<file path="config.mk">
export PLATFORM = sky130hd
export DESIGN_NAME = xor_mismatch_monitor
export DESIGN_NICKNAME = d
export VERILOG_FILES = /design/src/rtl/xor_mismatch_monitor.sv
export SDC_FILE = /design/constraint.sdc
export NUM_CORES = 1
export LEC_CHECK = 0
export ABC_AREA = 0
export CAP_MARGIN = 30
export CORE_MARGIN = 2
export CORE_UTILIZATION = 39
export CTS_CLUSTER_SIZE = 28
export DETAILED_ROUTE_END_ITERATION = 16
export PLACE_DENSITY_LB_ADDON = 0.3
export SYNTH_ARGS = -nofsm -noshare
export SYNTH_HDL_FRONTEND = slang
export SYNTH_SLANG_ARGS = --single-unit
export TNS_END_PERCENT = 50
</file>
<file path="constraint.sdc">
create_clock -name clk -period 1.6 [get_ports clk]
set_input_delay 0.32 -clock clk [delete_from_list [all_inputs] [get_ports clk]]
set_output_delay 0.32 -clock clk [all_outputs]
set_load 0.005 [all_outputs]
</file>
<file path="src/rtl/xor_mismatch_monitor.sv">
// Registered bitwise compare of two words with per-bit mask, saturating mismatch
// counter and sticky alarm FSM. Optional first-mismatch capture: MISMATCH_CAPTURE_EN.
//
// state | meaning
// IDLE  | no mismatch run in progress
// RUN   | 1..THRESH-1 consecutive valid mismatches seen
// ALARM | THRESH consecutive mismatches reached; sticky until clr/reset
module xor_mismatch_monitor #(
  parameter int WIDTH  = 8,
  parameter int CNT_W  = 16,
  parameter int THRESH = 4
) (
  input  logic             clk,
  input  logic             rst_n,
  input  logic             in_valid,
  input  logic [WIDTH-1:0] a,
  input  logic [WIDTH-1:0] b,
  input  logic [WIDTH-1:0] mask,
  input  logic             clr,
  output logic             out_valid,
  output logic             match,
  output logic [WIDTH-1:0] mismatch_bits,
  output logic [CNT_W-1:0] err_cnt,
  output logic             alarm,
  output logic [1:0]       state,
  output logic             cap_valid,
  output logic [WIDTH-1:0] cap_a,
  output logic [WIDTH-1:0] cap_b
);

  localparam int RUN_W = $clog2(THRESH + 1);
  localparam logic [RUN_W-1:0] THRESH_R = RUN_W'(THRESH);

  localparam logic [1:0] ST_IDLE  = 2'd0;
  localparam logic [1:0] ST_RUN   = 2'd1;
  localparam logic [1:0] ST_ALARM = 2'd2;

  logic [WIDTH-1:0] mbits_c;
  logic             mis_c;

  logic             out_valid_d, out_valid_q;
  logic             match_d, match_q;
  logic [WIDTH-1:0] mbits_d, mbits_q;
  logic [CNT_W-1:0] err_cnt_d, err_cnt_q;
  logic [RUN_W-1:0] run_d, run_q;
  logic [1:0]       state_d, state_q;
  logic             alarm_d, alarm_q;

  assign mbits_c = (a ^ b) & ~mask;
  assign mis_c   = |mbits_c;

  always_comb begin
    out_valid_d = 1'b0;
    match_d     = match_q;
    mbits_d     = mbits_q;
    err_cnt_d   = err_cnt_q;
    run_d       = run_q;
    state_d     = state_q;
    if (clr) begin
      // a sample arriving with clr is discarded entirely
      err_cnt_d = '0;
      run_d     = '0;
      state_d   = ST_IDLE;
    end else if (in_valid) begin
      out_valid_d = 1'b1;
      match_d     = ~mis_c;
      mbits_d     = mbits_c;
      if (mis_c && (err_cnt_q != {CNT_W{1'b1}})) begin
        err_cnt_d = err_cnt_q + 1'b1;
      end
      case (state_q)
        ST_IDLE: begin
          if (mis_c) begin
            run_d   = RUN_W'(1);
            state_d = (THRESH_R == RUN_W'(1)) ? ST_ALARM : ST_RUN;
          end
        end
        ST_RUN: begin
          if (mis_c) begin
            run_d = run_q + 1'b1;
            if (run_q + 1'b1 == THRESH_R) begin
              state_d = ST_ALARM;
            end
          end else begin
            run_d   = '0;
            state_d = ST_IDLE;
          end
        end
        ST_ALARM: state_d = ST_ALARM;
        default: begin
          run_d   = '0;
          state_d = ST_IDLE;
        end
      endcase
    end
    alarm_d = (state_d == ST_ALARM);
  end

  always_ff @(posedge clk) begin
    if (!rst_n) begin
      out_valid_q <= 1'b0;
      match_q     <= 1'b1;
      mbits_q     <= '0;
      err_cnt_q   <= '0;
      run_q       <= '0;
      state_q     <= ST_IDLE;
      alarm_q     <= 1'b0;
    end else begin
      out_valid_q <= out_valid_d;
      match_q     <= match_d;
      mbits_q     <= mbits_d;
      err_cnt_q   <= err_cnt_d;
      run_q       <= run_d;
      state_q     <= state_d;
      alarm_q     <= alarm_d;
    end
  end

  assign out_valid     = out_valid_q;
  assign match         = match_q;
  assign mismatch_bits = mbits_q;
  assign err_cnt       = err_cnt_q;
  assign alarm         = alarm_q;
  assign state         = state_q;

`ifdef MISMATCH_CAPTURE_EN
  logic             cap_valid_d, cap_valid_q;
  logic [WIDTH-1:0] cap_a_d, cap_a_q;
  logic [WIDTH-1:0] cap_b_d, cap_b_q;

  always_comb begin
    cap_valid_d = cap_valid_q;
    cap_a_d     = cap_a_q;
    cap_b_d     = cap_b_q;
    if (clr) begin
      cap_valid_d = 1'b0;
      cap_a_d     = '0;
      cap_b_d     = '0;
    end else if (in_valid && mis_c && !cap_valid_q) begin
      cap_valid_d = 1'b1;
      cap_a_d     = a;
      cap_b_d     = b;
    end
  end

  always_ff @(posedge clk) begin
    if (!rst_n) begin
      cap_valid_q <= 1'b0;
      cap_a_q     <= '0;
      cap_b_q     <= '0;
    end else begin
      cap_valid_q <= cap_valid_d;
      cap_a_q     <= cap_a_d;
      cap_b_q     <= cap_b_d;
    end
  end

  assign cap_valid = cap_valid_q;
  assign cap_a     = cap_a_q;
  assign cap_b     = cap_b_q;
`else
  assign cap_valid = 1'b0;
  assign cap_a     = '0;
  assign cap_b     = '0;
`endif

endmodule

</file>
Word level (Yosys, flattened, before mapping)

Index checks and enable logic that the tools add are counted.

Bits of input ports: 28
Output and inout bits: 46
Register bits after elaboration: 32
Logic and storage cells: 39

Reduce and logical (&&, ||, !) cells: 7
Eq/ne operators: 6
Bitwise operators: 7
Add/sub/neg operators: 2
Multiplexer cells: 10

Operator list:

| kind                                          | number |
|---|---|
| adder 16 x 1 -> 16 bit, second input constant | 1 |
| != test 16 bit, second input constant         | 1 |
| 2-to-1 mux 2 bit                              | 5 |
| one-hot mux 3 bit (3 select lines)            | 1 |
| bitwise AND 8 bit                             | 1 |
| NOT 8 bit                                     | 1 |
| OR reduction 8 bit                            | 1 |
| bitwise XOR 8 bit                             | 1 |
| 2-to-1 mux 3 bit                              | 2 |
| one-hot mux 2 bit (3 select lines)            | 1 |
| == test 2 bit, second input constant          | 2 |
| NOT 1 bit                                     | 4 |
| AND reduction 2 bit                           | 2 |
| adder 3 x 1 -> 3 bit, second input constant   | 1 |
| == test 3 bit, second input constant          | 1 |
| AND reduction 3 bit                           | 1 |
| == test 2 x 1 -> 1 bit, second input constant | 1 |
| zero test 2 bit                               | 1 |
| != test 2 bit, second input constant          | 1 |
| OR reduction 2 bit                            | 1 |
| logical AND 1 bit                             | 1 |
| 2-to-1 mux 1 bit                              | 1 |

Longest topological paths before layout

Word-level depth: 8
Gate-level depth with buffers: 7
Depth with buffers taken out: 6

Worst setup path before layout

No wires, ideal clock.

Path type: register to register
Start: reg err_cnt_q[0] (netlist: err_cnt[0])
End: reg err_cnt_q[14] (netlist: err_cnt[14])
Arrival: 1.729 ns
Period minus slack after synthesis: 1.799 ns
Required time: 1.530 ns
Slack: -0.199 ns
Buffers on the path: 0
Library setup time: 0.070 ns
Stages on the path, launching flop included: 6
Cells stage by stage: dfxtp_1 ha_1 nand2_1 or4_4 or4_1 a21oi_1

Word-level cells in the longest chain between the ends: 3
Elaborated cells between the ends (all ways): 4
Those cells by class: add/sub (1); eq/ne (1); reduce/logical (2)

Ends and longest elaborated chain:

| element                                                        | RTL line | text |
|---|---|---|
| start: declaration                                             | 44       | `logic [CNT_W-1:0] err_cnt_d, err_cnt_q;` |
| start signal: assignment                                       | 112      | `err_cnt_q <= err_cnt_d;` |
| branches (longest 3 deep; another with adder 16 x 1 -> 16 bit) | --       |  |

Several ways; the timed one is not identified.
A chain may end at the register's enable or synchronous reset.

Worst setup path after layout

Start: reg err_cnt_q[0] (netlist: err_cnt[0])
End: reg err_cnt_q[6] (netlist: err_cnt[6])

Same word-level chain as after synthesis.

==> impl_summary.txt <==
----------------------------------------------------
[Routing]
  Detailed-route DRC error count ... 0
  Pre-antenna DRT Iters ... 4
  Remaining antenna violation count ... 0
  DR vias/cell ... about 5.2
  Total Wirelength ... around 5300 um
  Detail-routed net length per standard cell ... 14.55 um
  Detailed-route via count ... around 1900
  Number of design-rule violations left by the first detailed-router iteration ... 56

[Floorplanning]
  FP Rows ... 25
  Die outline area ... 5305 um^2
  Starting density of the core ... between 30% and 40%
  Die W ... 72.84 um
  Top-level port count ... 74
  Floorplan Core Area ... ~4600 um^2
  Floorplan die height ... roughly 73 um

[Power and ir drop]
  Switching power share of the total ... 25.55%
  Share of total power in the clock network ... 36.0%
  Share of power burned in registers ... ~43%
  P_leak ... ~1.3 nW
  Switching pwr ... about 0.5 mW
  Cell-internal power ... around 1.4 mW
  Power density over the cells ... 624.8 nW/um^2
  Maximum vdd ir drop ... 0.4004 mV
  Comb pwr share ... 21.0%

[Min path]
  Worst hold path type ... flop to flop

[Setup path]
  Worst-case register-to-register setup slack ... -0.13 ns
  WP data arrival ... about 1.9 ns
  Setup Crit Path Kind ... flop to flop
  Setup crit end kind ... flop
  Element type at the critical path start ... flop
  Crit path required time ... 1.76 ns
  Highest fanout seen on the critical path ... 6

[Timing]
  Post-route minimum period ... roughly 1.7 ns
  Final Max Slew Viols ... 0
  Unrepaired setup endpoints after global routing ... true
  Max Fclk ... 579.2 MHz
  Final period utilization ... 107.9%
  Final worst slack ... -0.1266 ns
  Worst clock skew ... 0.005962 ns
  Setup-failing EPs final ... 15
  Worst hold slack across all endpoints ... 0.4778 ns
  Number of hold-slack violations in the final timing report ... 0

[Global route]
  Wire length of the first global-routing pass ... about 8100 um
  Via count of the first global-routing pass ... 1765
  Gr ovfl total ... 0
  Maximum number of pins on one net before global-route repair ... 11
  Number of antenna violations at the first check in global routing ... 0
  Overall track demand over capacity in global routing ... about a fifth

[Clock network]
  Number of H-tree levels ... 2
  Max clock buf depth ... 2
  CTS tree ... yes
  TritonCTS Sinks ... 32
  Worst-skew pair later-pin latency ... 0.28 ns
  Total clock buffers created by CTS ... 5
  Number of hold buffers added after CTS ... 0
  CTS Root Cell ... sky130_fd_sc_hd__clkbuf_8
  Clock Pin Slew Worst Setup and Hold Paths ... 0.07 ns

[Final layout]
  Share of post-route cells with drive strength above 1 ... 37.74%
  Number of nets in the layout ... 340
  Antenna Cells ... 0
  Fill cell count ... 390
  Layout overhead on the synthesized area ... 65.88%
  Fin util ... between 60% and 70%
  Multi-input gate area ... 1272 um^2
  Sequential cell area ... 658.1 um^2

[Yosys]
  Post-synthesis instance total ... 209
  Post-synthesis share of cell area spent on xor and xnor gates ... 4.265%
  Mapped cell area ... around 1800 um^2
  Post-synthesis sequential area ratio ... around a third
  Compound-gate portion of the synthesized area ... 19.70%
  Post-Synth Adder-Cell Area ... 2.031%
  Total of warnings raised by yosys ... 0
  Number of synthesized register bits ... 32
  Simple-gate area share of the yosys netlist ... 25.46%
  Proportion of synthesized area in mux cells ... between 2 and 2.5%
  Combinational family with the most area after synthesis ... simple AND/OR/NAND/NOR gates
  Post-synth cell types ... 45
  Average instance area after synthesis ... 8.842 um^2

[Placement]
  Setup slack at placement ... -0.5894 ns
  Port Buffers ... 56
  HPWL after DPL ... 3381 um
  Final weighted congestion of routability-driven global placement ... 0.7548

[Status]
  Violated checks ... negative setup slack
  Outcome ... complete, but fails checks

[Run]
  Number of max-cap violations ... 0

----------------------------------------------------
through the flow:
| stage | area [um^2] | instances | TNS [ns] | power (mW) |
|---|---|---|---|---|
| finish | 3065 | 364 | -1.273 | 1.915 |
| global route | 3065 | 364 | -2.021 | 1.991 |
| CTS | 2959 | 364 | -1.156 | 1.909 |
| detailed placement | 2645 | 344 | -12.75 | 1.131 |
| global placement | 2645 | 344 | -12.23 | 1.127 |
| floorplan | 1947 | 225 | -0.8104 | 1.018 |
worst paths after layout:
kind / startpoint / endpoint / depth (start not counted)
max: err_cnt[0]$_SDFFE_PP0P_ / err_cnt[6]$_SDFFE_PP0P_ / 6
min reg2reg: match$_SDFFE_PN1P_ / match$_SDFFE_PN1P_ / 2
min: match$_SDFFE_PN1P_ / match$_SDFFE_PN1P_ / 2
max reg2reg: err_cnt[0]$_SDFFE_PP0P_ / err_cnt[6]$_SDFFE_PP0P_ / 6
worst max-delay path, cell delays in order, from the launching register on:
cell,delay [ns]
sky130_fd_sc_hd__dfxtp_4,0.37
sky130_fd_sc_hd__ha_4,0.13
sky130_fd_sc_hd__nand2_2,0.06
sky130_fd_sc_hd__or4_4,0.54
sky130_fd_sc_hd__o21ai_0,0.29
sky130_fd_sc_hd__or3_1,0.16
sky130_fd_sc_hd__a21oi_1,0.06
layer usage:
layer	global-route usage (%)	vias to the layer above	wire, um
met4	7.407	0	95
met2	32.93	67	2635
met5	0	-	0
met1	24.42	898	2231
li1	-	934	-
met3	4.834	11	334
power groups by stage:
stage	clock network, mW	logic (mW)	registers, mW
2_1_floorplan	0	0.177	0.840
3_3_place_gp	0	0.287	0.839
3_5_place_dp	0	0.291	0.840
4_1_cts	0.697	0.390	0.822
5_1_grt	0.737	0.429	0.825
6_report	0.689	0.403	0.824
cell families (layout without fill, tap and decap cells):
kind of cell,after synthesis,count (layout)
AO/OA/AOI/OAI,52,52
AND/OR/NAND/NOR,80,80
other,1,17
adder cells (fa/ha/maj),3,3
buffers and inverters,28,113
multiplexers,4,4
flip-flops,32,32
XOR/XNOR,9,9
final cells by class:
type / count / share of cell area, %
Clock buffer: 8 / 3.265
Sequential cell: 32 / 21.47
Timing Repair Buffer: 104 / 31.43
Inverter: 1 / 0.1224
Tap cell: 54 / 2.204
Multi-Input combinational cell: 165 / 41.51
flip-flops by register name (all words and copies together), names as in the netlist:
| register | cells |
|---|---|
| err_cnt | 16 |
| match | 1 |
| state | 2 |
| mismatch_bits | 8 |
| alarm | 1 |
| out_valid | 1 |
| run_q | 3 |
what timing repair did:
action	CTS	global route
gates cloned	3	0
gates resized for setup	102	31
pin swaps	27	9
setup endpoints to repair	23	31
buffers inserted	10	0
Yosys cell counts:
cell type / number / area [um^2]
sky130_fd_sc_hd__inv_1: 1 / 3.750
sky130_fd_sc_hd__nor2_1: 5 / 18.77
sky130_fd_sc_hd__mux2i_1: 4 / 40.04
sky130_fd_sc_hd__a31oi_1: 2 / 12.51
sky130_fd_sc_hd__nor3b_1: 1 / 7.510
sky130_fd_sc_hd__and2_1: 1 / 6.260
sky130_fd_sc_hd__a311oi_1: 1 / 8.760
sky130_fd_sc_hd__dfxtp_1: 32 / 640.6
sky130_fd_sc_hd__clkbuf_1: 4 / 15.01
sky130_fd_sc_hd__nand4_1: 2 / 12.51
sky130_fd_sc_hd__o311ai_1: 1 / 8.760
sky130_fd_sc_hd__or4_1: 10 / 75.07
sky130_fd_sc_hd__a21oi_1: 21 / 105.1
sky130_fd_sc_hd__o41ai_1: 1 / 8.760
sky130_fd_sc_hd__and3_1: 1 / 6.260
sky130_fd_sc_hd__o2111ai_1: 1 / 8.760
sky130_fd_sc_hd__ha_1: 3 / 37.54
sky130_fd_sc_hd__buf_6: 1 / 11.26
sky130_fd_sc_hd__o21ai_1: 3 / 15.01
sky130_fd_sc_hd__nand2b_1: 7 / 43.79
sky130_fd_sc_hd__nor4_1: 1 / 6.260
sky130_fd_sc_hd__conb_1: 1 / 3.750
sky130_fd_sc_hd__clkbuf_8: 2 / 27.53
sky130_fd_sc_hd__or3_1: 4 / 25.02
sky130_fd_sc_hd__buf_8: 1 / 15.01
sky130_fd_sc_hd__o21ai_0: 4 / 20.02
sky130_fd_sc_hd__nor2_4: 1 / 11.26
sky130_fd_sc_hd__nor3_1: 8 / 40.04
sky130_fd_sc_hd__buf_4: 18 / 135.1
sky130_fd_sc_hd__xor2_1: 1 / 8.760
sky130_fd_sc_hd__o21ai_2: 1 / 8.760
sky130_fd_sc_hd__o41ai_4: 1 / 27.53
sky130_fd_sc_hd__or4_4: 1 / 11.26
sky130_fd_sc_hd__or4b_1: 2 / 20.02
sky130_fd_sc_hd__xnor2_1: 8 / 70.07
sky130_fd_sc_hd__o31ai_1: 8 / 60.06
sky130_fd_sc_hd__nand2_1: 18 / 67.56
sky130_fd_sc_hd__nor4_2: 1 / 12.51
sky130_fd_sc_hd__buf_2: 1 / 5.000
sky130_fd_sc_hd__nand3_1: 5 / 25.02
sky130_fd_sc_hd__o211ai_1: 3 / 22.52
sky130_fd_sc_hd__o22ai_2: 4 / 50.05
sky130_fd_sc_hd__nor2b_1: 11 / 68.82
sky130_fd_sc_hd__nand4_2: 1 / 12.51
sky130_fd_sc_hd__a21o_1: 1 / 7.510
cells in the final DEF (no fill, tap or decap), types with 3 or more instances in the layout:
cell type                         synthesis  layout
sky130_fd_sc_hd__or4_1                   10       7
sky130_fd_sc_hd__dlymetal6s2s_1           0       7
sky130_fd_sc_hd__dlygate4sd2_1            0       9
sky130_fd_sc_hd__mux2i_1                  4       4
sky130_fd_sc_hd__o211ai_1                 3       3
sky130_fd_sc_hd__dfxtp_1                 32      20
sky130_fd_sc_hd__xnor2_4                  0       3
sky130_fd_sc_hd__nand2_1                 18      17
sky130_fd_sc_hd__buf_2                    1      10
sky130_fd_sc_hd__clkbuf_8                 2       7
sky130_fd_sc_hd__nand2b_1                 7       7
sky130_fd_sc_hd__clkdlybuf4s50_1          0      24
sky130_fd_sc_hd__a21oi_2                  0       4
sky130_fd_sc_hd__o21ai_1                  3       3
sky130_fd_sc_hd__nand3_1                  5       5
sky130_fd_sc_hd__a21oi_1                 21      17
sky130_fd_sc_hd__buf_4                   18      38
sky130_fd_sc_hd__nor3_1                   8       8
sky130_fd_sc_hd__nor2b_1                 11      11
sky130_fd_sc_hd__nor2_1                   5       3
sky130_fd_sc_hd__xnor2_2                  0       5
sky130_fd_sc_hd__or4_4                    1       4
sky130_fd_sc_hd__or3_1                    4       4
sky130_fd_sc_hd__o21ai_0                  4       4
sky130_fd_sc_hd__buf_6                    1       9
sky130_fd_sc_hd__dfxtp_2                  0      11
sky130_fd_sc_hd__conb_1                   1      17
sky130_fd_sc_hd__o31ai_1                  8       6
(Power assumes the default switching activity.)
